## src/rtl/clk_gate_ctrl_if.sv

```systemverilog
// clk_gate_ctrl_if: requester/control bundle between the clock-gating controller and its clients
interface clk_gate_ctrl_if #(
    parameter int NUM_REQ = 4
);
    logic [NUM_REQ-1:0] req;
    logic               force_on;
    logic [NUM_REQ-1:0] ack;
    logic               gate_en;
    logic               busy;
    logic [15:0]        wake_cnt;

    modport master (
        output req, force_on,
        input  ack, gate_en, busy, wake_cnt
    );

    modport slave (
        input  req, force_on,
        output ack, gate_en, busy, wake_cnt
    );
endinterface

```

## src/rtl/clk_gate_ctrl.sv

```systemverilog
// clk_gate_ctrl: drives a clock AND-gate enable with wake-up delay and idle hysteresis
module clk_gate_ctrl #(
    parameter int NUM_REQ  = 4,
    parameter int WAKE_CYC = 2,
    parameter int IDLE_CYC = 16
) (
    input  logic           clk,
    input  logic           rst_n,
    clk_gate_ctrl_if.slave bus
);
    localparam int MAX_CYC = (WAKE_CYC > IDLE_CYC) ? WAKE_CYC : IDLE_CYC;
    localparam int CNT_W   = $clog2(MAX_CYC + 1);

    typedef enum logic [1:0] {OFF, WAKE, ON, IDLE} state_t;

    state_t             state_d, state_q;
    logic [CNT_W-1:0]   cnt_d, cnt_q;
    logic [NUM_REQ-1:0] ack_d, ack_q;
    logic               gate_en_pre_d, gate_en_pre_q;
    logic               gate_en_d, gate_en_q;
    logic [15:0]        wake_cnt_d, wake_cnt_q;
    logic               demand;

    assign demand       = (|bus.req) | bus.force_on;
    assign bus.ack      = ack_q;
    assign bus.gate_en  = gate_en_q;
    assign bus.busy     = (state_q != OFF);
    assign bus.wake_cnt = wake_cnt_q;

    // Next-state, counter, grant and pre-enable logic; ack is only ever driven in ON
    always_comb begin
        state_d       = state_q;
        cnt_d         = cnt_q;
        ack_d         = '0;
        gate_en_pre_d = gate_en_pre_q;
        wake_cnt_d    = wake_cnt_q;
        gate_en_d     = gate_en_pre_q;
        case (state_q)
            OFF: begin
                if (demand) begin
                    state_d       = WAKE;
                    cnt_d         = CNT_W'(WAKE_CYC - 1);
                    gate_en_pre_d = 1'b1;
                    wake_cnt_d    = (wake_cnt_q == 16'hFFFF) ? wake_cnt_q : wake_cnt_q + 16'd1;
                end
            end
            WAKE: begin
                if (cnt_q != '0) begin
                    cnt_d = cnt_q - 1'b1;
                end else begin
                    state_d = ON;
                    ack_d   = bus.req;
                end
            end
            ON: begin
                ack_d = bus.req;
                if (!demand) begin
                    state_d = IDLE;
                    cnt_d   = CNT_W'(IDLE_CYC - 1);
                end
            end
            default: begin
                if (demand) begin
                    state_d = ON;
                    ack_d   = bus.req;
                end else if (cnt_q != '0) begin
                    cnt_d = cnt_q - 1'b1;
                end else begin
                    state_d       = OFF;
                    gate_en_pre_d = 1'b0;
                end
            end
        endcase
    end

    // Posedge state: FSM, counter, grants, pre-enable and wake statistics
    always_ff @(posedge clk or negedge rst_n) begin
        if (!rst_n) begin
            state_q       <= OFF;
            cnt_q         <= '0;
            ack_q         <= '0;
            gate_en_pre_q <= 1'b0;
            wake_cnt_q    <= '0;
        end else begin
            state_q       <= state_d;
            cnt_q         <= cnt_d;
            ack_q         <= ack_d;
            gate_en_pre_q <= gate_en_pre_d;
            wake_cnt_q    <= wake_cnt_d;
        end
    end

    // Negedge retiming so the AND-gate enable only moves while clk is low
    always_ff @(negedge clk or negedge rst_n) begin
        if (!rst_n) begin
            gate_en_q <= 1'b0;
        end else begin
            gate_en_q <= gate_en_d;
        end
    end
endmodule

```

## src/flat_wrapper.sv

```systemverilog
// flat-port wrapper written by rule: the top's interface ports become plain ports
module clk_gate_ctrl_flat 
#(
    parameter int NUM_REQ  = 4,
    parameter int WAKE_CYC = 2,
    parameter int IDLE_CYC = 16
)
  (clk, rst_n, bus_req, bus_force_on, bus_ack, bus_gate_en, bus_busy, bus_wake_cnt);
  clk_gate_ctrl_if #(.NUM_REQ(NUM_REQ)) bus_i ();
  input  logic clk;
  input  logic rst_n;
  input wire logic [$bits(bus_i.req)-1:0] bus_req;
  input wire logic [$bits(bus_i.force_on)-1:0] bus_force_on;
  output wire logic [$bits(bus_i.ack)-1:0] bus_ack;
  output wire logic [$bits(bus_i.gate_en)-1:0] bus_gate_en;
  output wire logic [$bits(bus_i.busy)-1:0] bus_busy;
  output wire logic [$bits(bus_i.wake_cnt)-1:0] bus_wake_cnt;
  assign bus_i.req = bus_req;
  assign bus_i.force_on = bus_force_on;
  assign bus_ack = bus_i.ack;
  assign bus_gate_en = bus_i.gate_en;
  assign bus_busy = bus_i.busy;
  assign bus_wake_cnt = bus_i.wake_cnt;
  clk_gate_ctrl #(.NUM_REQ(NUM_REQ), .WAKE_CYC(WAKE_CYC), .IDLE_CYC(IDLE_CYC)) u_core (.clk(clk), .rst_n(rst_n), .bus(bus_i));
endmodule
```

## config.mk

```make
export PLATFORM = sky130hd
export DESIGN_NAME = clk_gate_ctrl_flat
export DESIGN_NICKNAME = d
export VERILOG_FILES = /design/src/rtl/clk_gate_ctrl_if.sv /design/src/rtl/clk_gate_ctrl.sv /design/src/flat_wrapper.sv
export SDC_FILE = /design/constraint.sdc
export NUM_CORES = 1
export LEC_CHECK = 0
export ABC_AREA = 1
export BUFFER_PORTS_ARGS = -buffer_cell sky130_fd_sc_hd__buf_2
export CORE_MARGIN = 8
export CORE_UTILIZATION = 60
export CTS_CLUSTER_SIZE = 30
export DETAILED_ROUTE_END_ITERATION = 7
export HOLD_SLACK_MARGIN = 0.05
export PLACE_DENSITY = 0.84
export SYNTH_ARGS = -nofsm -noshare
export SYNTH_HDL_FRONTEND = slang
export SYNTH_SLANG_ARGS = --single-unit
```

## constraint.sdc

```tcl
create_clock -name clk -period 2.35 [get_ports clk]
set_input_delay 0.705 -clock clk [delete_from_list [all_inputs] [get_ports clk]]
set_output_delay 0.705 -clock clk [all_outputs]
set_load 0.05 [all_outputs]
```

# Word-level counts from Yosys, hierarchy flattened
# Index checks and enable logic that the tools add are counted.
totals:
  wordCells: 48
  ff_bits: 29
  output_inout_bits: 22
op_classes:
  muxes: 18
  eq_ne: 10
  n_addsub: 2
  n_reduce_logical: 9
  bitwise: 3
op_table:
  columns: ["op", "n"]
  rows:
  - ["5-bit two-way mux", 4]
  - ["16-bit by 1-bit adder with 16-bit output (second input constant)", 1]
  - ["16-bit equality test (second input constant)", 1]
  - ["5-bit case mux with 3 select lines", 1]
  - ["4-bit case mux with 3 select lines", 1]
  - ["2-bit two-way mux", 5]
  - ["4-bit two-way mux", 2]
  - ["2-bit inequality test (second input constant)", 4]
  - ["4-bit AND reduction", 2]
  - ["2-bit case mux with 3 select lines", 1]
  - ["3-bit AND reduction", 2]
  - ["5-bit nonzero test", 1]
  - ["5-bit by 1-bit subtractor with 5-bit output (second input constant)", 1]
  - ["4-bit OR reduction", 1]
  - ["1-bit two-way mux", 3]
  - ["3-bit by 2-bit inequality test with 1-bit output (second input constant)", 1]
  - ["3-bit inequality test (second input constant)", 1]
  - ["2-bit by 1-bit equality test with 1-bit output (second input constant)", 1]
  - ["2-bit equality test (second input constant)", 1]
  - ["2-bit logical NOT", 1]
  - ["2-bit by 1-bit inequality test with 1-bit output (second input constant)", 1]
  - ["1-bit inverter", 2]
  - ["1-bit case mux with 2 select lines", 1]
  - ["2-bit nonzero test", 1]
  - ["2 further kinds", 2]

# Logic depth before layout (Yosys ltp)
# Gate-level depths: netlist (run 1).
logic_depth:
  word_depth: 4
  ltp_mapped: 10

==> flow_summary_export.csv, run 1 <==
group,metric,value,unit
status,status,"finished with violations",
status,violations,"negative setup slack",
clock_tree,cts_tree,"yes",
die,num_rows,20,
global_routing,grt_usage,16.9,%
critical_path,path_cells,"buf_6",
clock_tree,cts_num_sinks,29,
placed_design,dp_hpwl,2870,um
critical_path,reg2reg_from,"u_core.bus.wake_cnt[0]",
critical_path,cp-end-kind,"primary output",
clock_tree,ctsLongestPathBuffers,2,
yosys,synth_top_cells_by_count,"95 x nand2_1, 35 x inv_1, 28 x dfrtp_1, 28 x nand3_1, 23 x nor2_1",
placed_design,numPortBuffers,28,
placed_design,gp_congestion,0.852,
yosys,ys_ff_latch,29,
global_routing,grt_max_degree,29,
finish,fillers,243,
yosys,synth_top_cell_by_area,"dfrtp_1",
drt,via_per_inst,5.25,
drt,final_antenna_net_count,0,
critical_path,critPathTopFamily,"flip-flops",
timing,skew,12.1,ps
drt,maxUsedRoutingLayer,"met4",
global_routing,antenna_found_initial,0,
yosys,synthArstFlopShare,100,%
yosys,yosys-top-cells-area,"dfrtp_1 38%, nand2_1 19%, nand3_1 7.7%",
critical_path,max_stage_delay,410,ps
timing,drv_slew,0,
critical_path,crit_arrival,2070,ps
global_routing,grt_first_pass_wirelength,7020,um
min_path,hp-class,"in2async",
clock_tree,clk_latency,340,ps
yosys,yosysUniqueCellTypes,23,
clock_tree,post_cts_buffers,0,
power_and_ir_drop,p_per_area,1220,nW/um^2
finish,final-seq-area,727,um^2
drt,drc,0,
finish,area_delta_synth_final,14.6,%
finish,num-nets-final,305,
placed_design,pre_cts_ws,-142,ps
die,die_x,71.2,um
timing,layout_setup_ws,-421,ps
yosys,synth_flop_cell,"dfrtp_1",
die,chipHeight,71.2,um
yosys,synth_edf_count,0,
timing,whs,412,ps
job,cap_viol_max_count,0,
clock_tree,numCtsBuffers,5,
drt,drt_wl_total,3950,um
yosys,synth_area_per_cell,7.04,um^2
power_and_ir_drop,max-vdd-ir-drop,0.715,mV
die,ioPinCount,29,
die,core-area,2980,um^2
critical_path,rr_worst_depth,9,
critical_path,cp_num_buf_inv,1,
finish,multi_input_area,926,um^2
drt,wl_met2,1890,um
drt,wl_met1,1780,um
clock_tree,clk_pin_slew,90,ps
clock_tree,cts_root_buf,"clkbuf_4",
yosys,seq_area_frac_synth,39.7,%
finish,utilization,70.4,%
yosys,syn_area,1830,um^2
finish,antennaDiodeCount,0,
die,dieArea,5070,um^2
critical_path,worst-setup-path-type,"reg2out",
critical_path,required,1640,ps
global_routing,gr-total-overflow,0,
drt,drt-initial-drc-count,151,
drt,wl_met3,235,um
yosys,syn-num-nets,273,
timing,hold_violations,0,
timing,rsz0062_at_grt,"yes",
clock_tree,htree_levels,2,
critical_path,cp_slowest_cell,"dfrtn_1",
drt,firstDrtPassIters,4,
finish,drive_gt1_share,18.4,%
critical_path,r2r_slack,410,ps
global_routing,grt_pass1_vias,1615,
yosys,yosysMostFrequentCell,"nand2_1",
placed_design,dp_cells,318,
die,initial_core_util,61.4,%
yosys,syn-instance-count,260,
timing,tightest_slew,794,ps
timing,setup_violations,1,
power_and_ir_drop,power.total,0.00255,W
critical_path,critPathMaxFanout,1,
critical_path,critPathLaunchType,"flop",
power_and_ir_drop,cellLeakagePower,1.20,nW
drt,routedWlPerCell,12.1,um
drt,num_vias,1711,
finish,fin_cells,326,
yosys,synth_top_area_share,38.3,%
yosys,yosysWarnings,0,
critical_path,r2r-end,"u_core.bus.wake_cnt[14]",
timing,max-slew-margin-rel,47.0,%
cell usage in the layout, fill, tap and decap left out:
master and instances:
o21ai_0 8, buf_4 2, bufinv_16 2, dfrtn_1 1
nor2_2 5, nor2_4 3, inv_2 1, nand2_4 1
clkinv_2 1, xor2_1 3, nand3b_1 2, inv_1 35
a21oi_1 1, xnor2_1 2, nand3_2 2, buf_6 1
dfrtp_2 1, ha_1 6, dfrtp_1 27, nand2_2 3
buf_2 26, nor2_1 23, clkbuf_4 6, nand3_1 28
nand4_1 7, nor3_1 1, nand2_1 95
area by class of cell:
type / count / share of cell area (%)
Multi-Input combinational cell: 190 / 44.2
Clock buffer: 5 / 1.79
Tap cell: 33 / 1.97
Timing Repair Buffer: 30 / 7.82
Clock inverter: 3 / 3.10
Sequential cell: 29 / 34.7
Inverter: 36 / 6.45
cells by family after synthesis:
family                   synth area share [%]
adder cells (fa/ha/maj)                  4.10
XOR/XNOR                                 2.39
AND/OR/NAND/NOR                          41.7
flip-flops                               39.7
buffers and inverters                    9.71
AO/OA/AOI/OAI                            2.46
stage by stage:
| stage | instance area [um^2] | setup TNS (ps) |
|---|---|---|
| 3_3_place_gp | 1980 | -140 |
| 4_1_cts | 2090 | -431 |
| 6_report | 2100 | -421 |
| 2_1_floorplan | 1830 | -181 |
| 5_1_grt | 2100 | -441 |
| 3_5_place_dp | 1980 | -142 |
power by group:
| part | internal (W) | total [W] | switching, W |
|---|---|---|---|
| Clock | 0.000329 | 0.000513 | 0.000184 |
| Sequential | 0.000640 | 0.000757 | 0.000117 |
| Combinational | 0.000364 | 0.00128 | 0.000918 |
| Total | 0.00133 | 0.00255 | 0.00122 |
timing repair:
item | in CTS | in global routing
hold buffers | 0 | 0
pin swaps | 0 | 0
setup endpoints to repair | 1 | 2
gates resized for setup | 2 | 2
worst max path at each step:
stage / from / to / cells after the start
after floorplan: u_core.bus.gate_en / bus_gate_en / 0
after global placement: u_core.bus.gate_en / bus_gate_en / 1
after detailed placement: u_core.bus.gate_en / bus_gate_en / 1
after CTS: u_core.bus.gate_en / bus_gate_en / 1
after global routing: u_core.bus.gate_en / bus_gate_en / 1
final: u_core.bus.gate_en / bus_gate_en / 1
state kept, by name, summed over array words and instances (netlist names):
name / count
u_core.bus.wake_cnt: 16
u_core.cnt_q: 5
u_core.bus.ack: 4
u_core.state_q: 2
u_core.bus.gate_en: 1
u_core.gate_en_d: 1
per-layer routing:
metal  vias up  global-route usage, %
met1       793                   20.6
met5         -                      0
met3         8                   4.60
met2        42                   27.6
li1        868                      -
met4         0                   6.47
Power figures use the tool's default switching activity.
==> run 2: changes to the inputs <==
- REMOVE_ABC_BUFFERS: default -> 1
==> run 2 against run 1 <==
Effect of this change: largest power group unchanged; sequential cell count unchanged; clock power shrank 31%; design area down 1.3%; the flow still finishes with violations (negative setup slack); first-iteration DRC count fell by 31%; worst setup slack improved by 10 ps; critical path type unchanged; via count fell by 0.35%; routed wire length grew 0.76%; combinational power hardly changed; register-to-register slack worse by 70 ps; clock skew rose by 3.6 ps.
==> flow_summary_export.csv, run 2 (synthesis results as in run 1) <==
group,metric,value,unit
status,status,"finished with violations",
status,violations,"negative setup slack",
die,die_x,71.2,um
drt,drc,0,
timing,layout_setup_ws,-411,ps
placed_design,dp_hpwl,2810,um
power_and_ir_drop,cellLeakagePower,1.19,nW
drt,drt-initial-drc-count,104,
clock_tree,cts_tree,"yes",
finish,drive_gt1_share,18.4,%
finish,fillers,262,
critical_path,path_cells,"buf_6",
clock_tree,cts_root_buf,"clkbuf_4",
critical_path,crit_arrival,2060,ps
power_and_ir_drop,switching_share,50.7,%
die,initial_core_util,61.4,%
critical_path,critPathMaxFanout,1,
timing,hold_violations,0,
global_routing,grt_first_pass_wirelength,6840,um
critical_path,critPathTopFamily,"flip-flops",
clock_tree,htree_levels,2,
timing,rsz0062_at_grt,"yes",
power_and_ir_drop,max-vdd-ir-drop,0.579,mV
global_routing,grt_usage,16.7,%
placed_design,gp_congestion,0.924,
drt,routedWlPerCell,12.2,um
job,cap_viol_max_count,0,
critical_path,r2r_slack,340,ps
critical_path,reg2reg_from,"u_core.bus.wake_cnt[0]",
finish,largest_reg_flops,16,
finish,finalInstanceArea,2070,um^2
die,chipHeight,71.2,um
finish,antennaDiodeCount,0,
placed_design,numPortBuffers,28,
drt,num_vias,1705,
global_routing,grt_pass1_vias,1597,
critical_path,required,1640,ps
die,core-area,2980,um^2
die,num_rows,20,
critical_path,rr_worst_depth,9,
clock_tree,cts_num_sinks,29,
timing,whs,420,ps
timing,tightest_slew,831,ps
finish,final_cell_mix,"95 x nand2_1, 35 x inv_1, 28 x nand3_1, 28 x dfrtp_1, 26 x buf_2",
die,ioPinCount,29,
critical_path,cp_slowest_cell,"dfrtn_1",
critical_path,worst-setup-path-type,"reg2out",
clock_tree,clk_latency,330,ps
power_and_ir_drop,comb_power_share,53.2,%
min_path,hp-class,"in2async",
global_routing,gr-total-overflow,0,
timing,drv_slew,0,
power_and_ir_drop,p_per_area,1150,nW/um^2
drt,firstDrtPassIters,5,
timing,skew,15.7,ps
finish,final_common_cell,"nand2_1",
global_routing,antenna_found_initial,0,
critical_path,critPathLaunchType,"flop",
drt,via_per_inst,5.21,
power_and_ir_drop,power.internal,0.00117,W
global_routing,grt_max_degree,29,
finish,area_delta_synth_final,13.1,%
drt,drt_wl_total,3980,um
clock_tree,numCtsBuffers,5,
critical_path,cp-end-kind,"primary output",
timing,max-slew-margin-rel,44.6,%
critical_path,max_stage_delay,410,ps
finish,num-nets-final,306,
placed_design,place_area,1990,um^2
power_and_ir_drop,power.switching,0.00121,W
critical_path,cp_num_buf_inv,1,
power_and_ir_drop,clkPwrFrac,15.0,%
drt,final_antenna_net_count,0,
timing,setup_violations,1,
die,dieArea,5070,um^2
power_and_ir_drop,seq_power_share,31.8,%
critical_path,r2r-end,"u_core.bus.wake_cnt[13]",
clock_tree,clk_pin_slew,100,ps
clock_tree,ctsLongestPathBuffers,2,
==> run 2: cell count changes in the layout (fill, tap and decap cells not counted) <==
cell | before | now
dfrtp_1 | 27 | 28
bufinv_16 | 2 | 0
dfrtp_2 | 1 | 0
buf_4 | 2 | 3
clkbuf_8 | 0 | 2
==> run 2: stage by stage <==
| stage | util, % | total power (W) | setup slack, ps | TNS (ps) | cells |
|---|---|---|---|---|---|
| 2_1_floorplan | - | 0.00171 | -181 | -181 | 255 |
| 3_3_place_gp | 66.8 | 0.00198 | -141 | -141 | 319 |
| 3_5_place_dp | 66.8 | 0.00201 | -143 | -143 | 319 |
| 4_1_cts | 69.4 | 0.00239 | -420 | -420 | 327 |
| 5_1_grt | 69.5 | 0.00257 | -428 | -489 | 327 |
| 6_report | 69.5 | 0.00238 | -411 | -411 | 327 |
==> run 2: repair_timing <==
item | in CTS | in global routing
hold buffers | 0 | 0
setup buffers | 0 | 0
setup endpoints to repair | 1 | 2
resized for setup | 2 | 1
==> run 2: per-layer routing <==
metal  global-route usage, %  up-vias  share of wire (%)
met4                    8.08        0                1.7
met2                    27.3       37                 47
met1                    19.9      790                 47
met3                    4.04        7                5.0
met5                       0        -                  0
li1                        -      871                  -
==> run 2: worst max path at each step <==
stage / startpoint / end / depth (start not counted)
CTS: u_core.bus.gate_en / bus_gate_en / 1
finish: u_core.bus.gate_en / bus_gate_en / 1
global route: u_core.bus.gate_en / bus_gate_en / 1
global placement: u_core.bus.gate_en / bus_gate_en / 1
detailed placement: u_core.bus.gate_en / bus_gate_en / 1
floorplan: u_core.bus.gate_en / bus_gate_en / 0
==> run 2: final cells by class <==
| class | count | area [um^2] | area share (%) |
|---|---|---|---|
| clock buffer | 7 | 65.1 | 3.14 |
| clock inverter | 1 | 5.00 | 0.242 |
| inverter | 36 | 135 | 6.53 |
| multi-input combinational | 190 | 926 | 44.7 |
| sequential | 29 | 726 | 35.1 |
| tap | 33 | 41.3 | 2.00 |
| timing repair buffer | 31 | 171 | 8.28 |
==> run 2: power by group through the flow <==
stage / clock [W] / sequential (W) / combinational (W)
detailed placement: 0 / 0.000764 / 0.00125
CTS: 0.000362 / 0.000757 / 0.00127
floorplan: 0 / 0.00100 / 0.000713
finish: 0.000356 / 0.000757 / 0.00127
global placement: 0 / 0.000757 / 0.00122
global route: 0.000384 / 0.000780 / 0.00141
==> run 3: changes to the inputs <==
--- a/config.mk
+++ b/config.mk
@@ -10,4 +10,5 @@
 export CORE_MARGIN = 8
 export CORE_UTILIZATION = 60
+export CTS_BUF_LIST = sky130_fd_sc_hd__clkbuf_2
 export CTS_CLUSTER_SIZE = 30
 export DETAILED_ROUTE_END_ITERATION = 7
==> constraint.sdc (replaced) <==
create_clock -name clk -period 2.35 [get_ports clk]
set_input_delay 0.705 -clock clk [delete_from_list [all_inputs] [get_ports clk]]
set_output_delay 0.705 -clock clk [all_outputs]
set_load 0.1 [all_outputs]
==> run 3 against run 2 <==
Effect of this change: the run still ends with negative setup slack left; non-clock buffer count is 1 higher; design area grew 1.8%; core utilization up 1.3 points; count of clock-buffer cells in the layout shrank 2; clock power increased by 32%; critical endpoint unchanged; highest routed layer unchanged.
==> flow_summary_export.csv, run 3 (synthesis results as in run 1) <==
group,metric,value,unit
clock_tree,ctsLongestPathBuffers,2,
die,dieArea,5070,um^2
critical_path,r2r_slack,370,ps
job,cap_viol_max_count,0,
placed_design,place_area,2010,um^2
drt,drt_wl_total,3990,um
global_routing,grt_first_pass_wirelength,6850,um
critical_path,worstSetupEndpoint,"bus_gate_en",
power_and_ir_drop,max-vdd-ir-drop,0.631,mV
timing,max-slew-margin-rel,46.3,%
global_routing,gr-total-overflow,0,
critical_path,required,1640,ps
global_routing,grt_pass1_vias,1574,
timing,whs,342,ps
finish,largest_reg_flops,16,
global_routing,grt_usage,16.6,%
finish,multi_input_area,926,um^2
clock_tree,htree_levels,2,
global_routing,grt_max_degree,29,
finish,drive_gt1_share,19.0,%
clock_tree,post_cts_buffers,0,
die,core-area,2980,um^2
critical_path,worst-setup-path-type,"reg2out",
finish,area_delta_synth_final,15.2,%
clock_tree,clk_pin_slew,170,ps
finish,final_common_cell,"nand2_1",
clock_tree,cts_tree,"yes",
die,num_rows,20,
critical_path,path_cells,"buf_12",
finish,final-seq-area,727,um^2
status,violations,"negative setup slack",
finish,final_cell_mix,"95 x nand2_1, 35 x inv_1, 28 x nand3_1",
die,chipHeight,71.2,um
finish,fillers,247,
timing,hold_violations,0,
timing,setup_violations,1,
critical_path,r2r-end,"u_core.bus.wake_cnt[8]",
critical_path,crit_start,"u_core.bus.gate_en",
die,die_x,71.2,um
placed_design,gp_congestion,0.868,
critical_path,cp_slowest_cell,"dfrtn_1",
critical_path,cp-end-kind,"primary output",
critical_path,rr_worst_depth,8,
critical_path,max_stage_delay,460,ps
timing,skew,43.2,ps
timing,rsz0062_at_grt,"yes",
critical_path,critPathTopFamily,"flip-flops",
drt,wl_met2,1900,um
timing,drv_slew,0,
clock_tree,cts_num_sinks,29,
critical_path,cp.depth,1,
timing,tightest_slew,804,ps
drt,wl_met1,1790,um
drt,drt-initial-drc-count,113,
drt,wl_met3,254,um
placed_design,dp_cells,320,
clock_tree,numCtsBuffers,5,
die,initial_core_util,61.4,%
drt,via_per_inst,5.13,
timing,layout_setup_ws,-494,ps
drt,num_vias,1683,
drt,routedWlPerCell,12.2,um
clock_tree,cts_root_buf,"clkbuf_2",
drt,drc,0,
power_and_ir_drop,cellLeakagePower,1.21,nW
power_and_ir_drop,power.total,0.00286,W
critical_path,critPathLaunchType,"flop",
finish,fin_cells,328,
finish,num-nets-final,307,
global_routing,antenna_found_initial,0,
placed_design,dp_hpwl,2910,um
min_path,hp-class,"in2async",
placed_design,numPortBuffers,28,
critical_path,cp_num_buf_inv,1,
finish,antennaDiodeCount,0,
clock_tree,clk_latency,360,ps
finish,finalInstanceArea,2110,um^2
die,ioPinCount,29,
status,status,"finished with violations",
clock_tree,hold_buffers,0,
power_and_ir_drop,p_per_area,1360,nW/um^2
drt,maxUsedRoutingLayer,"met4",
drt,firstDrtPassIters,4,
drt,final_antenna_net_count,0,
critical_path,reg2reg_from,"u_core.bus.wake_cnt[0]",
critical_path,crit_arrival,2140,ps
critical_path,critPathMaxFanout,1,
finish,utilization,70.8,%
## run 3: changes by cell type in the layout (fill, tap and decap cells not counted), moves of 2 or more
cell	before	now
clkbuf_2	0	5
clkbuf_8	2	0
clkbuf_4	6	0
buf_4	3	5
bufinv_16	0	2
## run 3: how the worst min path moves through the flow
| stage | from | endpoint | slack, ps | cells past startpoint |
|---|---|---|---|---|
| global placement | u_core.gate_en_d | u_core.gate_en_d | 460 | 2 |
| finish | rst_n | u_core.cnt_q[4] | 340 | 2 |
| floorplan | rst_n | u_core.bus.ack[0] | 410 | 0 |
| detailed placement | u_core.gate_en_d | u_core.gate_en_d | 470 | 2 |
| global route | rst_n | u_core.bus.ack[3] | 360 | 2 |
| CTS | rst_n | u_core.bus.ack[3] | 350 | 2 |
## run 3: repair_timing
action,CTS,global route
resized for setup,1,1
pin swaps,0,0
setup endpoints to repair,2,2
## run 3: cell type report
| type | count | share of cell area [%] |
|---|---|---|
| clock buffers | 5 | 1.19 |
| repair buffers | 32 | 8.91 |
| well taps | 33 | 1.96 |
| inverters | 36 | 6.41 |
| multi-input cells | 190 | 43.9 |
| clock inverters | 3 | 3.09 |
| flip-flops and latches | 29 | 34.5 |
## run 3: routing by layer
| layer | vias up | GRT usage [%] |
|---|---|---|
| li1 | 870 | - |
| met1 | 774 | 20.7 |
| met2 | 35 | 27.1 |
| met3 | 4 | 3.91 |
| met4 | 0 | 6.00 |
| met5 | - | 0 |
## run 3: where the power goes
part	internal, W	total, W	switching, W
Clock	0.000285	0.000471	0.000186
Combinational	0.000395	0.00164	0.00124
Sequential	0.000639	0.000756	0.000117
Total	0.00132	0.00286	0.00155
## run 3: through the flow
stage          setup WS [ps]  TNS, ps
5_1_grt                 -528     -528
3_5_place_dp            -131     -131
4_1_cts                 -509     -509
6_report                -494     -494
3_3_place_gp            -123     -123
2_1_floorplan           -479     -479
